<file path="config.mk">
export PLATFORM = sky130hd
export DESIGN_NAME = fwd_scoreboard
export DESIGN_NICKNAME = d
export VERILOG_FILES = /design/src/rtl/fwd_scoreboard.sv
export SDC_FILE = /design/constraint.sdc
export NUM_CORES = 1
export LEC_CHECK = 0
export CELL_PAD_IN_SITES_DETAIL_PLACEMENT = 2
export CELL_PAD_IN_SITES_GLOBAL_PLACEMENT = 2
export CORE_MARGIN = 2
export CORE_UTILIZATION = 21
export DETAILED_ROUTE_END_ITERATION = 12
export PLACE_DENSITY = 0.81
export SYNTH_ARGS = -nofsm -noshare
export SYNTH_HDL_FRONTEND = slang
export SYNTH_SLANG_ARGS = --single-unit
</file>
<file path="constraint.sdc">
create_clock -name clk -period 1.7 [get_ports clk]
set_input_delay 0.17 -clock clk [delete_from_list [all_inputs] [get_ports clk]]
set_output_delay 0.17 -clock clk [all_outputs]
set_load 0.02 [all_outputs]
</file>
<file path="src/rtl/fwd_scoreboard.sv">
// -----------------------------------------------------------------------------
// fwd_scoreboard
//
// Forwarding and load-use hazard unit for the pipelined MIPS core. It sits at
// the ID/EX boundary and keeps its own DEPTH-entry history of in-flight
// destinations, so it needs no rd/regWrite fields from later pipeline stages.
//
// Entry 0 is EX/MEM. Entry DEPTH-1 is the last stage before the register-file
// write becomes visible. The history shifts by one entry on every clock edge.
//
// Parameters
//   REG_W      register-index width
//   NUM_SRC    source operands per instruction
//   DEPTH      number of tracked stages after EX
//   LOAD_READY lowest entry index at which a load result can be forwarded
//   SEL_W      width of one select field (derived)
//
// Ports
//   clk          rising-edge clock
//   rst          asynchronous, active-low reset
//   issue_valid  instruction in ID/EX is real (not a bubble)
//   issue_wr     instruction writes a register
//   issue_load   instruction is a load
//   issue_rd     destination register
//   flush        squash all in-flight entries
//   src_rs       packed source indices; source i at [i*REG_W +: REG_W]
//   src_used     source i is actually read
//   fw_sel       per-source select; 0 = register file, k+1 = entry k
//   stall        load-use hazard; hold ID/EX and issue nothing
//   stall_cnt    saturating stall-cycle count
//   fwd_cnt      saturating forwarded-operand count
//
// Optional feature: define FWD_STATS_EN to build the two statistics counters.
// Without it, stall_cnt and fwd_cnt are tied to zero and no counter flops exist.
// -----------------------------------------------------------------------------
module fwd_scoreboard #(
  parameter  int REG_W      = 5,
  parameter  int NUM_SRC    = 2,
  parameter  int DEPTH      = 2,
  parameter  int LOAD_READY = 1,
  localparam int SEL_W      = $clog2(DEPTH + 1)
) (
  input  logic                       clk,
  input  logic                       rst,
  input  logic                       issue_valid,
  input  logic                       issue_wr,
  input  logic                       issue_load,
  input  logic [REG_W-1:0]           issue_rd,
  input  logic                       flush,
  input  logic [NUM_SRC*REG_W-1:0]   src_rs,
  input  logic [NUM_SRC-1:0]         src_used,
  output logic [NUM_SRC*SEL_W-1:0]   fw_sel,
  output logic                       stall,
  output logic [15:0]                stall_cnt,
  output logic [15:0]                fwd_cnt
);

  typedef struct packed {
    logic             v;
    logic             wr;
    logic             ld;
    logic [REG_W-1:0] rd;
  } entry_t;

  entry_t            ent [DEPTH];
  logic [SEL_W-1:0]  sel [NUM_SRC];
  logic [NUM_SRC-1:0] haz;

  // ---------------------------------------------------------------------------
  // Match and select. Entries are scanned from oldest to youngest, so the last
  // hit (the lowest k) wins. This is how a younger writer hides an older one.
  // ---------------------------------------------------------------------------
  always_comb begin
    for (int i = 0; i < NUM_SRC; i++) begin
      // NOTE: every output of this block gets a default before the conditional
      // scan. Otherwise a path with no match would hold the old value, and a
      // latch would be inferred.
      sel[i] = '0;
      haz[i] = 1'b0;
      for (int k = DEPTH - 1; k >= 0; k--) begin
        if (ent[k].v && ent[k].wr && src_used[i] &&
            (ent[k].rd != '0) &&
            (ent[k].rd == src_rs[i*REG_W +: REG_W])) begin
          sel[i] = SEL_W'(k + 1);
          // A load that has not yet reached LOAD_READY cannot supply its data.
          haz[i] = ent[k].ld && (k < LOAD_READY);
        end
      end
    end
  end

  assign stall = |haz;

  for (genvar gi = 0; gi < NUM_SRC; gi++) begin : g_sel
    assign fw_sel[gi*SEL_W +: SEL_W] = sel[gi];
  end

  // ---------------------------------------------------------------------------
  // History shift register. A stalled or invalid issue enters as a bubble.
  // ---------------------------------------------------------------------------
  always_ff @(posedge clk or negedge rst) begin
    if (!rst) begin
      // NOTE: the history is reset in full, not just the valid bits. It is
      // only DEPTH small flops, and a fully clean state after reset costs
      // nothing.
      for (int k = 0; k < DEPTH; k++) ent[k] <= '0;
    end else if (flush) begin
      for (int k = 0; k < DEPTH; k++) ent[k] <= '0;
    end else begin
      // NOTE: non-blocking assignments let every entry sample its neighbour's
      // pre-edge value. Blocking assignments would depend on loop order and
      // could collapse the shift.
      for (int k = DEPTH - 1; k >= 1; k--) ent[k] <= ent[k-1];
      if (stall || !issue_valid) ent[0] <= '0;
      else                       ent[0] <= '{v: 1'b1, wr: issue_wr,
                                             ld: issue_load, rd: issue_rd};
    end
  end

`ifdef FWD_STATS_EN
  // ---------------------------------------------------------------------------
  // Statistics counters; both saturate at all-ones.
  // ---------------------------------------------------------------------------
  logic [15:0] stall_cnt_q;
  logic [15:0] fwd_cnt_q;
  logic [15:0] fwd_inc;
  logic [16:0] fwd_sum;

  always_comb begin
    fwd_inc = '0;
    for (int i = 0; i < NUM_SRC; i++) fwd_inc = fwd_inc + 16'(sel[i] != '0);
  end

  assign fwd_sum = {1'b0, fwd_cnt_q} + {1'b0, fwd_inc};

  always_ff @(posedge clk or negedge rst) begin
    if (!rst) begin
      stall_cnt_q <= '0;
      fwd_cnt_q   <= '0;
    end else begin
      if (stall && (stall_cnt_q != 16'hFFFF)) stall_cnt_q <= stall_cnt_q + 16'd1;
      if (issue_valid && !stall && !flush)
        fwd_cnt_q <= fwd_sum[16] ? 16'hFFFF : fwd_sum[15:0];
    end
  end

  assign stall_cnt = stall_cnt_q;
  assign fwd_cnt   = fwd_cnt_q;
`else
  assign stall_cnt = '0;
  assign fwd_cnt   = '0;
`endif

endmodule
</file>
## Word-level counts from Yosys, hierarchy flattened

Index checks and enable logic that the tools add are counted.

- Eq/ne operators: 4
- Muxes and demuxes: 8
- Reductions and logical operators: 19

Operators by type and width:

| cell | count |
|---|---|
| $eq 5x5->1 | 4 |
| $mux 16 | 1 |
| $logic_and 1x1->1 | 14 |
| $reduce_bool 5->1 | 2 |
| $mux 2 | 4 |
| $mux 8 | 1 |
| $mux 1 | 2 |
| $reduce_or 2->1 | 1 |
| $logic_not 1->1 | 1 |
| $logic_or 1x1->1 | 1 |

- Bits in registers: 15
- Output and inout bits: 37
- Logic and storage cells: 38

## Longest topological paths before layout

Gate-level depths: netlist (run 1).

- Depth after elaboration: 9
- Mapped depth: 5
- Mapped depth without buffers: 5

## Least setup slack after synthesis (run 1)

No wires, ideal clock.

- Path type: register to output
- Start point: reg ent[9] (netlist name)
- End point: out fw_sel[1]
- Arrival: 1.862 ns
- Required time: 1.530 ns
- Path slack: -0.332 ns
- Cell stages (with the launch flop): 5
- Cell sequence: dfrtp_1 > or4_1 > o211ai_2 > nor2_1 > nor3_1

- Longest elaborated chain between the ends: 4
- Elaborated cells between the ends (all ways): 5
- Classes of those cells: eq/ne (1); mux (1); reduce/logical (3)

RTL lines:

| item | RTL line | source |
|---|---|---|
| from (decl) | 65 | `entry_t ent [DEPTH];` |
| $reduce_bool 5->1 | 82 | `(ent[k].rd != '0) &&` |
| $logic_and 1x1->1 | 81 | `if (ent[k].v && ent[k].wr && src_used[i] &&` |
| $logic_and 1x1->1 (*) | 82 |  |
| $mux 2 (*) | 81 |  |
| to (decl) | 52 | `output logic [NUM_SRC*SEL_W-1:0] fw_sel,` |

Every way passes the cells marked *; elsewhere a longest branch is shown, timed or not.

## Final worst setup path (run 1)

- Start point: reg ent[9] (netlist name)
- End point: out stall

- Longest elaborated chain between the ends: 5
- Elaborated cells between the ends (all ways): 10
- Classes of those cells: eq/ne (2); mux (2); reduce/logical (6)

RTL lines:

| item | RTL line | source |
|---|---|---|
| $reduce_bool 5->1 | 82 |  |
| $logic_and 1x1->1 | 81 |  |
| $logic_and 1x1->1 | 82 |  |
| $mux 1 | 81 |  |
| $reduce_or 2->1 (*) | 92 | `assign stall = \|haz;` |
| to (decl) | 53 | `output logic stall,` |

Marked as above.

==> summary.md, run 1 <==
| Metric | Value |
|---|---|
| Die height | `74.1 um` |
| Internal power | `632 uW` |
| Mean number of vias per cell | `around 3.7` |
| Sequential share of power | `43.0%` |
| Post-Syn Area | `1030 um2` |
| Reg2reg start | `ent[9]$_DFF_PN0_` |
| CTS Sinks | `15` |
| CTS HTree Levels | `1` |
| Final Hold Fails | `0` |
| RSZ-0062 raised after global routing | `true` |
| CP Class | `flop to output pin` |
| Total power density per cell area | `577 nW/um2` |
| DRC errors left | `0` |
| Vias in the first global route | `822` |
| DR vias | `just under 800` |
| Tot Pwr | `891 uW` |
| Critical Path RT | `1.53 ns` |
| YS warnings | `0` |
| Most flops, register | `ent` |
| Yosys reg bits | `15` |
| RR Endpoint | `ent[14]$_DFF_PN0_` |
| Syn-to-layout area delta | `49.7%` |
| Clk pin slew, worst setup/hold paths | `0.06 ns` |
| Number of synthesized flops with an enable pin | `0` |
| Regs by FF count | `ent: 15 flops` |
| Largest register FFs | `15` |
| Netlist cell types | `19` |
| Setup WS post-layout | `-0.325 ns` |
| Number of antenna violations at the first check in global routing | `0` |
| CTS tree | `done` |
| Reg2Reg Depth | `8` |
| Setup crit start | `ent[9]$_DFF_PN0_` |
| Share of total power in combinational logic | `25.5%` |
| Inserted Diodes | `0` |
| CP max FO | `4` |
| Fmax | `494 MHz` |
| Cell leakage power | `0.687 nW` |
| Crit path to | `stall` |
| Worst clock skew | `0.00188 ns` |
| Worst slack at placement | `-0.838 ns` |
| Setup TNS | `-3.29 ns` |
| Final WL | `2790 um` |
| CP endpoint kind | `output pin` |
| Min cycle time layout | `2.02 ns` |
| Hold crit path type | `input pin to asynchronous set/reset pin` |
| Std cell rows | `25` |
| I/O Pins | `60` |
| Largest net degree at the start of global routing | `16` |
| Slew HR | `between 50 and 60%` |
| Clk buf depth | `2` |
| Top-area cell type share of the netlist area | `36.4%` |
| DR WL/cell | `13.0 um` |
| Sequential share of the synthesized area | `36.4%` |
| Routed Antenna Nets | `0` |
| Least-Margin Pin Slew | `about 0.64 ns` |
| Die area | `~5500 um2` |
| Switch share | `29.0%` |
| Detailed Routing Iterations Pass 1 | `2` |
| Die extent in x | `approximately 74 um` |
| IO buf count | `27` |
| Dominant synthesized flop cell | `dfrtp_1` |
| Violated checks | `negative setup slack` |
| DR iter-0 viols | `13` |
| Data arrival, critical path | `1.85 ns` |
| Initial Util | `21.9%` |
| Core Area | `4720 um2` |
| Fin crit share | `119%` |
| # setup viols final | `13` |
| Filler Cells Inserted | `about 520` |
| Worst setup SP type | `flop` |
| Count of final max-slew check failures | `0` |
| First-pass GRT wire length | `4120 um` |
| VDD IR max | `about 0.00039 V` |
| Final GP Congestion | `0.813` |
| Status | `finished, violations left` |
| Nets | `171` |
| Clock power frac | `31.5%` |
| Worst R2R Setup Slack | `-0.24 ns` |
| Post-synthesis async set-or-reset flop share | `100%` |
| Clk_lat worst skew | `0.24 ns` |
| Most frequent cells after synthesis | `buf_4, xor2_1, dfrtp_1` |
| Area contributors post-synth | `dfrtp_1, buf_4, xor2_1` |
| Max-cap violations | `0` |
| CTS buffer count | `3` |
| Post-DP HPWL | `between 2000 and 2500 um` |
| Layout cells sized above 1 | `a little under a third` |
| Root Buffer | `clkbuf_8` |
| Mapped Avg Cell Area | `approximately 10 um2` |
| Total gr overflow | `0` |
| Tot GR Track Use | `10.1%` |
| Syn Inst Count | `103` |
| Area leader, netlist | `dfrtp_1` |
| Switching Power | `259 uW` |
| Most numerous cell in the Yosys netlist | `buf_4` |
## stage by stage
stage	utilization, %	cell area [um2]	hold slack (ns)	cells
floorplan	-	1180	-0.126	134
CTS	31.6	1490	0.336	212
global route	32.7	1550	0.378	214
detailed placement	29.1	1380	0.523	207
finish	32.7	1550	0.322	214
global placement	29.1	1380	0.497	207
## worst max-delay path, cell delays in order, from the launching register on
cell	delay, ns
dfrtp_2	0.43
buf_6	0.12
xor2_1	0.16
nor4_2	0.28
nand3_2	0.15
a211oi_4	0.30
buf_6	0.16
## worst min path at each step
stage | startpoint | to | slack, ns
2_1_floorplan | rst | ent[0]$_DFF_PN0_ | -0.13
3_3_place_gp | ent[15]$_DFF_PN0_ | ent[7]$_DFF_PN0_ | 0.50
5_1_grt | rst | ent[3]$_DFF_PN0_ | 0.38
3_5_place_dp | ent[14]$_DFF_PN0_ | ent[6]$_DFF_PN0_ | 0.52
6_report | rst | ent[6]$_DFF_PN0_ | 0.32
4_1_cts | rst | ent[3]$_DFF_PN0_ | 0.34
## cell families (layout without fill, tap and decap cells)
kind of cell	after synthesis	count (layout)	synth area share (%)
buffers and inverters	34	47	24.0
DFF	15	15	36.4
AOI/OAI and AO/OA	3	3	3.88
xor gates and xnor gates	20	20	17.0
other	1	32	0.363
and+or+nand+nor	30	30	18.4
## power groups by stage
stage / logic (mW) / clock network, mW / registers [mW]
final: 0.227 / 0.281 / 0.383
after global routing: 0.246 / 0.305 / 0.385
after CTS: 0.219 / 0.292 / 0.383
after detailed placement: 0.205 / 0 / 0.388
after global placement: 0.198 / 0 / 0.387
after floorplan: 0.167 / 0 / 0.385
## timing repair
| item | CTS | global route |
|---|---|---|
| hold buffers | 0 | 0 |
| setup buffers | 1 | 4 |
| endpoints found under the setup margin | 13 | 13 |
| pin swaps | 13 | 5 |
| resized for setup | 41 | 11 |
## layout by cell type, fill, tap and decap left out, types with 2 or more instances in the layout
cell type	instances
buf_4	13
buf_6	5
clkbuf_8	3
clkdlybuf4s50_1	22
conb_1	32
dfrtp_1	12
dfrtp_2	3
nand3_1	2
nand3_2	2
nor2_2	3
nor2b_1	7
nor3_4	2
nor3b_2	6
nor4_2	3
xnor2_1	4
xor2_1	15
## metal layers
metal  routed length, um  up-vias  track usage (%)
li1                    -      359                -
met3                 225        4             1.36
met2                1510       39             18.5
met1                1030      388             12.2
met5                   0        -                0
met4                  29        0             3.03
## layout make-up
cell class | instances | area [um2] | area share, %
multi-input combinational | 85 | 639 | 41.4
timing repair buffer | 42 | 394 | 25.5
sequential | 15 | 379 | 24.5
tap | 67 | 83.8 | 5.43
clock buffer | 4 | 45.0 | 2.91
inverter | 1 | 3.75 | 0.243
No activity file was read; power rests on OpenSTA's default activity.
==> run 2, diff against run 1 <==
GPL_TIMING_DRIVEN = 0   (was default)
==> run 2 against run 1 <==
  * The flow still finishes with violations (negative setup slack)
  * Setup slack improved by 0.022 ns
  * Cell count increased by 13%
  * Sequential power hardly changed
  * Count of clock-buffer cells in the layout did not move
  * Sequential share of layout area decreased by 2.9 points
  * Die area stayed put
  * Via count rose by 10%
  * Power grew 5.0%
  * Non-clock buffer count up 28
  * Critical path type unchanged
  * Highest routed layer unchanged
==> summary.md, run 2 (synthesis gave the netlist of run 1 again) <==
| Metric | Value |
|---|---|
| Largest net degree at the start of global routing | `16` |
| Die height | `~74 um` |
| Root Buffer | `clkbuf_8` |
| Commonest cells after routing, fill and taps aside | `buf_4, conb_1, clkdlybuf4s50_1` |
| Worst R2R Setup Slack | `-0.21 ns` |
| Worst clock skew | `0.00388 ns` |
| Die extent in x | `74.1 um` |
| Inserted Diodes | `0` |
| Clk_lat worst skew | `0.25 ns` |
| Setup crit start | `ent[10]$_DFF_PN0_` |
| Die area | `5490 um2` |
| Clk buf depth | `2` |
| Final WL | `2880 um` |
| Status | `finished, violations left` |
| Mean number of vias per cell | `3.59` |
| DR iter-0 viols | `27` |
| Total power density per cell area | `about 540 nW/um2` |
| Critical Path RT | `1.53 ns` |
| Worst setup SP type | `flop` |
| CTS Sinks | `15` |
| Final GP Congestion | `0.785` |
| Final Hold Fails | `0` |
| Most common cell after layout, fill and taps aside | `buf_4` |
| Total gr overflow | `0` |
| Number of antenna violations at the first check in global routing | `0` |
| Vias in the first global route | `839` |
| Delay-heaviest family, CP | `simple AND/OR/NAND/NOR gates` |
| Routed Antenna Nets | `0` |
| Post-DP HPWL | `2150 um` |
| Layout cells sized above 1 | `40.0%` |
| Crit-path slowest cell | `or4_4` |
| First-pass GRT wire length | `between 4000 and 5000 um` |
| Reg2reg start | `ent[10]$_DFF_PN0_` |
| Filler Cells Inserted | `542` |
| Crit path depth | `5` |
| CP endpoint kind | `output pin` |
| IO buf count | `27` |
| Fin crit share | `118%` |
| Met2 Track Usage GR | `17.5%` |
| RR Endpoint | `ent[12]$_DFF_PN0_` |
| Max-cap violations | `0` |
| Min cycle time layout | `2.00 ns` |
| Syn-to-layout area delta | `69.1%` |
| Hold WS | `between 0.3 and 0.4 ns` |
| Slew HR | `between 50 and 60%` |
| Clk pin slew, worst setup/hold paths | `0.06 ns` |
| Initial Util | `21.9%` |
| CP max FO | `3` |
| Least-Margin Pin Slew | `between 0.6 and 0.7 ns` |
| Largest register FFs | `15` |
| Max stage delay on crit path | `about 0.56 ns` |
| # setup viols final | `13` |
| Std cell rows | `25` |
| Grt met3 use | `2.17%` |
| Count of final max-slew check failures | `0` |
| Reg2Reg Depth | `6` |
| CP Class | `flop to output pin` |
| Cell leakage power | `0.846 nW` |
| Tot GR Track Use | `10.4%` |
| Nets | `~200` |
| DRC errors left | `0` |
| Fmax | `roughly 500 MHz` |
| Violated checks | `negative setup slack` |
| Hold crit path type | `input pin to asynchronous set/reset pin` |
| I/O Pins | `60` |
| Regs by FF count | `ent: 15 flops` |
| Crit-path most repeated cell | `buf_6` |
| Most flops, register | `ent` |
| Worst slack at placement | `-1.04 ns` |
| CTS tree | `done` |
| Most used routing layer | `met2` |
| DR WL/cell | `11.9 um` |
| Crit path to | `stall` |
| VDD IR max | `0.000243 V` |
| Setup WS post-layout | `-0.303 ns` |
| CP cell instances | `or4_4 > o211ai_4 > buf_6 > a211oi_4 > buf_6` |
| RSZ-0062 raised after global routing | `true` |
| CTS buffer count | `3` |
| DR vias | `869` |
| Core Area | `4720 um2` |
| Met1 Resource Use GR | `13.1%` |
| Buf+Inv Stages, Crit Path | `2` |
| CTS HTree Levels | `1` |
| Data arrival, critical path | `1.83 ns` |
| Detailed Routing Iterations Pass 1 | `2` |
-- run 2: changes by cell type in the layout (fill, tap and decap cells not counted), moves of 2 or more --
cell / previous run / this run
nor2_2: 3 / 0
buf_4: 13 / 40
nor2_4: 0 / 2
buf_6: 5 / 7
-- run 2: final cells by class --
type	instances	area, um2	area share, %
plain buffers	33	244	14.0
clock buffers	4	45.0	2.58
inverters	1	3.75	0.215
multi-input cells	85	629	36.1
flip-flops and latches	15	378	21.6
well taps	67	83.8	4.80
repair buffers	37	362	20.7
-- run 2: timing repair --
item | 4_1_cts | 5_1_grt
gates resized for setup | 36 | 14
cloned | 0 | 0
pin swaps | 8 | 6
buffers inserted | 10 | 1
endpoints found under the setup margin | 13 | 13
hold buffers | 0 | 0
-- run 2: per-layer routing --
| metal | vias up | wire length, um |
|---|---|---|
| li1 | 416 | - |
| met1 | 410 | 1190 |
| met2 | 40 | 1430 |
| met3 | 3 | 222 |
| met4 | 0 | 36 |
| met5 | - | 0 |
-- run 2: per-stage QoR --
step	total power, mW	util, %	cell area [um2]	setup TNS (ns)	cells
after floorplan	0.552	-	1180	-0.256	134
after global placement	0.628	32.4	1530	-6.68	228
after detailed placement	0.632	32.4	1530	-6.88	228
after CTS	0.935	35.7	1690	-3.68	242
after global routing	0.986	37.0	1750	-3.85	242
final	0.936	37.0	1750	-2.74	242
-- run 2: worst min path at each step --
stage                 startpoint          endpoint
2_1_floorplan                rst  ent[0]$_DFF_PN0_
4_1_cts                      rst  ent[6]$_DFF_PN0_
3_3_place_gp   ent[15]$_DFF_PN0_  ent[7]$_DFF_PN0_
5_1_grt                      rst  ent[6]$_DFF_PN0_
6_report                     rst  ent[6]$_DFF_PN0_
3_5_place_dp   ent[15]$_DFF_PN0_  ent[7]$_DFF_PN0_
-- run 2: report_power, final --
| part | internal [mW] | switching (mW) | total (mW) |
|---|---|---|---|
| registers | 0.370 | 0.0137 | 0.383 |
| clock network | 0.166 | 0.115 | 0.281 |
| logic | 0.137 | 0.135 | 0.272 |
| total | 0.672 | 0.264 | 0.936 |
==> run 3, diff against run 2 <==
CAP_MARGIN = 15   (was default)
TNS_END_PERCENT = 50   (was default)
==> run 3 against run 2 <==
  * The flow still finishes with violations (negative setup slack)
  * First-iteration DRC count down 37%
  * Via count down 0.81%
  * Sequential share of layout area up 0.14 points
  * Core utilization unchanged
  * Sequential cell count unchanged
  * Global-route usage down 0.13 points
  * Worst hold slack worse by 0.0057 ns
  * Critical path type unchanged
  * Power up 0.25%
  * Largest cell class unchanged
  * Wire length down 5.1%
==> summary.md, run 3 (synthesis gave the netlist of run 1 again) <==
| Metric | Value |
|---|---|
| Status | `finished, violations left` |
| Violated checks | `negative setup slack` |
| Clk buf depth | `2` |
| Hold crit path type | `input pin to asynchronous set/reset pin` |
| Least-Margin Pin Slew | `0.620 ns` |
| CP endpoint kind | `output pin` |
| Total power density per cell area | `538 nW/um2` |
| Setup WS post-layout | `-0.317 ns` |
| Root Buffer | `clkbuf_8` |
| Critical Path RT | `between 1.5 and 2 ns` |
| Cell leakage power | `0.837 nW` |
| RSZ-0062 raised after global routing | `true` |
| Most flops, register | `ent` |
| Internal power | `around 670 uW` |
| Regs by FF count | `ent: 15 flops` |
| Most common cell after layout, fill and taps aside | `buf_4` |
| CTS tree | `done` |
| Data arrival, critical path | `1.85 ns` |
| Core Area | `approximately 4700 um2` |
| I/O Pins | `60` |
| Vias in the first global route | `between 800 and 900` |
| DR iter-0 viols | `17` |
| DR vias | `862` |
| Max-cap violations | `0` |
| Slew HR | `between 50% and 60%` |
| DRC errors left | `0` |
| Switch share | `28.4%` |
| Number of antenna violations at the first check in global routing | `0` |
| Clk pin slew, worst setup/hold paths | `roughly 0.06 ns` |
| IO buf count | `27` |
| Count of final max-slew check failures | `0` |
| Largest register FFs | `15` |
| CTS HTree Levels | `1` |
| Tot Pwr | `939 uW` |
| Switching Power | `~270 uW` |
| Fmax | `496 MHz` |
| Final WL | `2730 um` |
| CP max FO | `4` |
| Final GP Congestion | `just over 0.7` |
| Die extent in x | `74.1 um` |
| Largest net degree at the start of global routing | `16` |
| CP Class | `flop to output pin` |
| Mean number of vias per cell | `between 3 and 4` |
| Die height | `around 74 um` |
| Filler Cells Inserted | `524` |
| Finished Cell Area | `1750 um2` |
| Die area | `about 5500 um2` |
| # setup viols final | `13` |
| Detailed Routing Iterations Pass 1 | `2` |
| Inserted Diodes | `0` |
| Commonest cells after routing, fill and taps aside | `buf_4, conb_1, clkdlybuf4s50_1` |
| Tot GR Track Use | `roughly a tenth` |
| Min cycle time layout | `2.02 ns` |
| DP Area | `1530 um2` |
| Share of total power in combinational logic | `28.6%` |
| VDD IR max | `0.000219 V` |
| DR WL/cell | `11.3 um` |
| Worst setup SP type | `flop` |
| Routed Antenna Nets | `0` |
| Initial Util | `a little over a fifth` |
| CTS buffer count | `3` |
| Sequential share of power | `40.9%` |
| Total gr overflow | `0` |
| Nets | `198` |
| Clock power frac | `30.5%` |
| Layout cells sized above 1 | `41.4%` |
| Post-DP HPWL | `2150 um` |
| Worst clock skew | `0.000691 ns` |
| Syn-to-layout area delta | `69.1%` |
| Final Hold Fails | `0` |
| Fin crit share | `119%` |
| First-pass GRT wire length | `between 4000 and 5000 um` |
| Std cell rows | `25` |
| CTS Sinks | `15` |
| Clk_lat worst skew | `approximately 0.25 ns` |
run 3: area by class of cell:
| class | instances | area, um2 | area share [%] |
|---|---|---|---|
| sequential | 15 | 380 | 21.8 |
| buffer | 33 | 244 | 14.0 |
| clock buffer | 4 | 45.0 | 2.58 |
| inverter | 1 | 3.75 | 0.215 |
| timing repair buffer | 36 | 354 | 20.3 |
| tap | 67 | 83.8 | 4.80 |
| multi-input combinational | 85 | 634 | 36.3 |
run 3: power by group through the flow:
stage | Clock [mW] | Combinational [mW] | Sequential (mW)
after floorplan | 0 | 0.167 | 0.385
after detailed placement | 0 | 0.244 | 0.389
after global placement | 0 | 0.240 | 0.388
final | 0.286 | 0.268 | 0.384
after global routing | 0.305 | 0.292 | 0.386
after CTS | 0.294 | 0.254 | 0.385
run 3: worst paths after layout:
kind / slack [ns] / end / startpoint / cells after the start
setup / recovery: -0.32 / stall / ent[11]$_DFF_PN0_ / 5
hold / removal: 0.31 / ent[12]$_DFF_PN0_ / rst / 1
setup reg to reg: -0.27 / ent[10]$_DFF_PN0_ / ent[9]$_DFF_PN0_ / 7
hold reg to reg: 0.56 / ent[1]$_DFF_PN0_ / ent[9]$_DFF_PN0_ / 1
max in group asynchronous: 0.95 / ent[10]$_DFF_PN0_ / rst / 1
min in group clk: 0.49 / ent[11]$_DFF_PN0_ / issue_rd[3] / 2
run 3: metal layers:
layer | vias to the layer above | routed length [um] | global-route usage, %
li1 | 412 | - | -
met1 | 407 | 1090 | 12.2
met2 | 39 | 1340 | 17.2
met3 | 4 | 247 | 2.17
met4 | 0 | 54 | 6.06
met5 | - | 0 | 0
run 3: critical path, stage by stage, from the launching register on:
cell and delay [ns]:
dfrtp_2 0.44, xor2_2 0.16, nor4_2 0.35, nand3_2 0.16, a211oi_4 0.33, buf_6 0.16
run 3: through the flow:
step | utilization, % | hold WS (ns) | worst slack, ns | setup TNS, ns | instances
final | 37.0 | 0.311 | -0.317 | -3.32 | 241
after global routing | 37.0 | 0.354 | -0.417 | -4.54 | 241
after CTS | 34.8 | 0.324 | -0.369 | -3.25 | 235
after detailed placement | 32.4 | 0.514 | -1.07 | -7.30 | 228
after global placement | 32.4 | 0.499 | -1.02 | -6.68 | 228
after floorplan | - | -0.126 | -0.0307 | -0.279 | 134
run 3: what timing repair did:
action / 4_1_cts / 5_1_grt
endpoints found under the setup margin: 13 / 13
pin swaps: 8 / 8
hold buffers: 0 / 0
resized for setup: 38 / 14
buffers inserted: 3 / 6
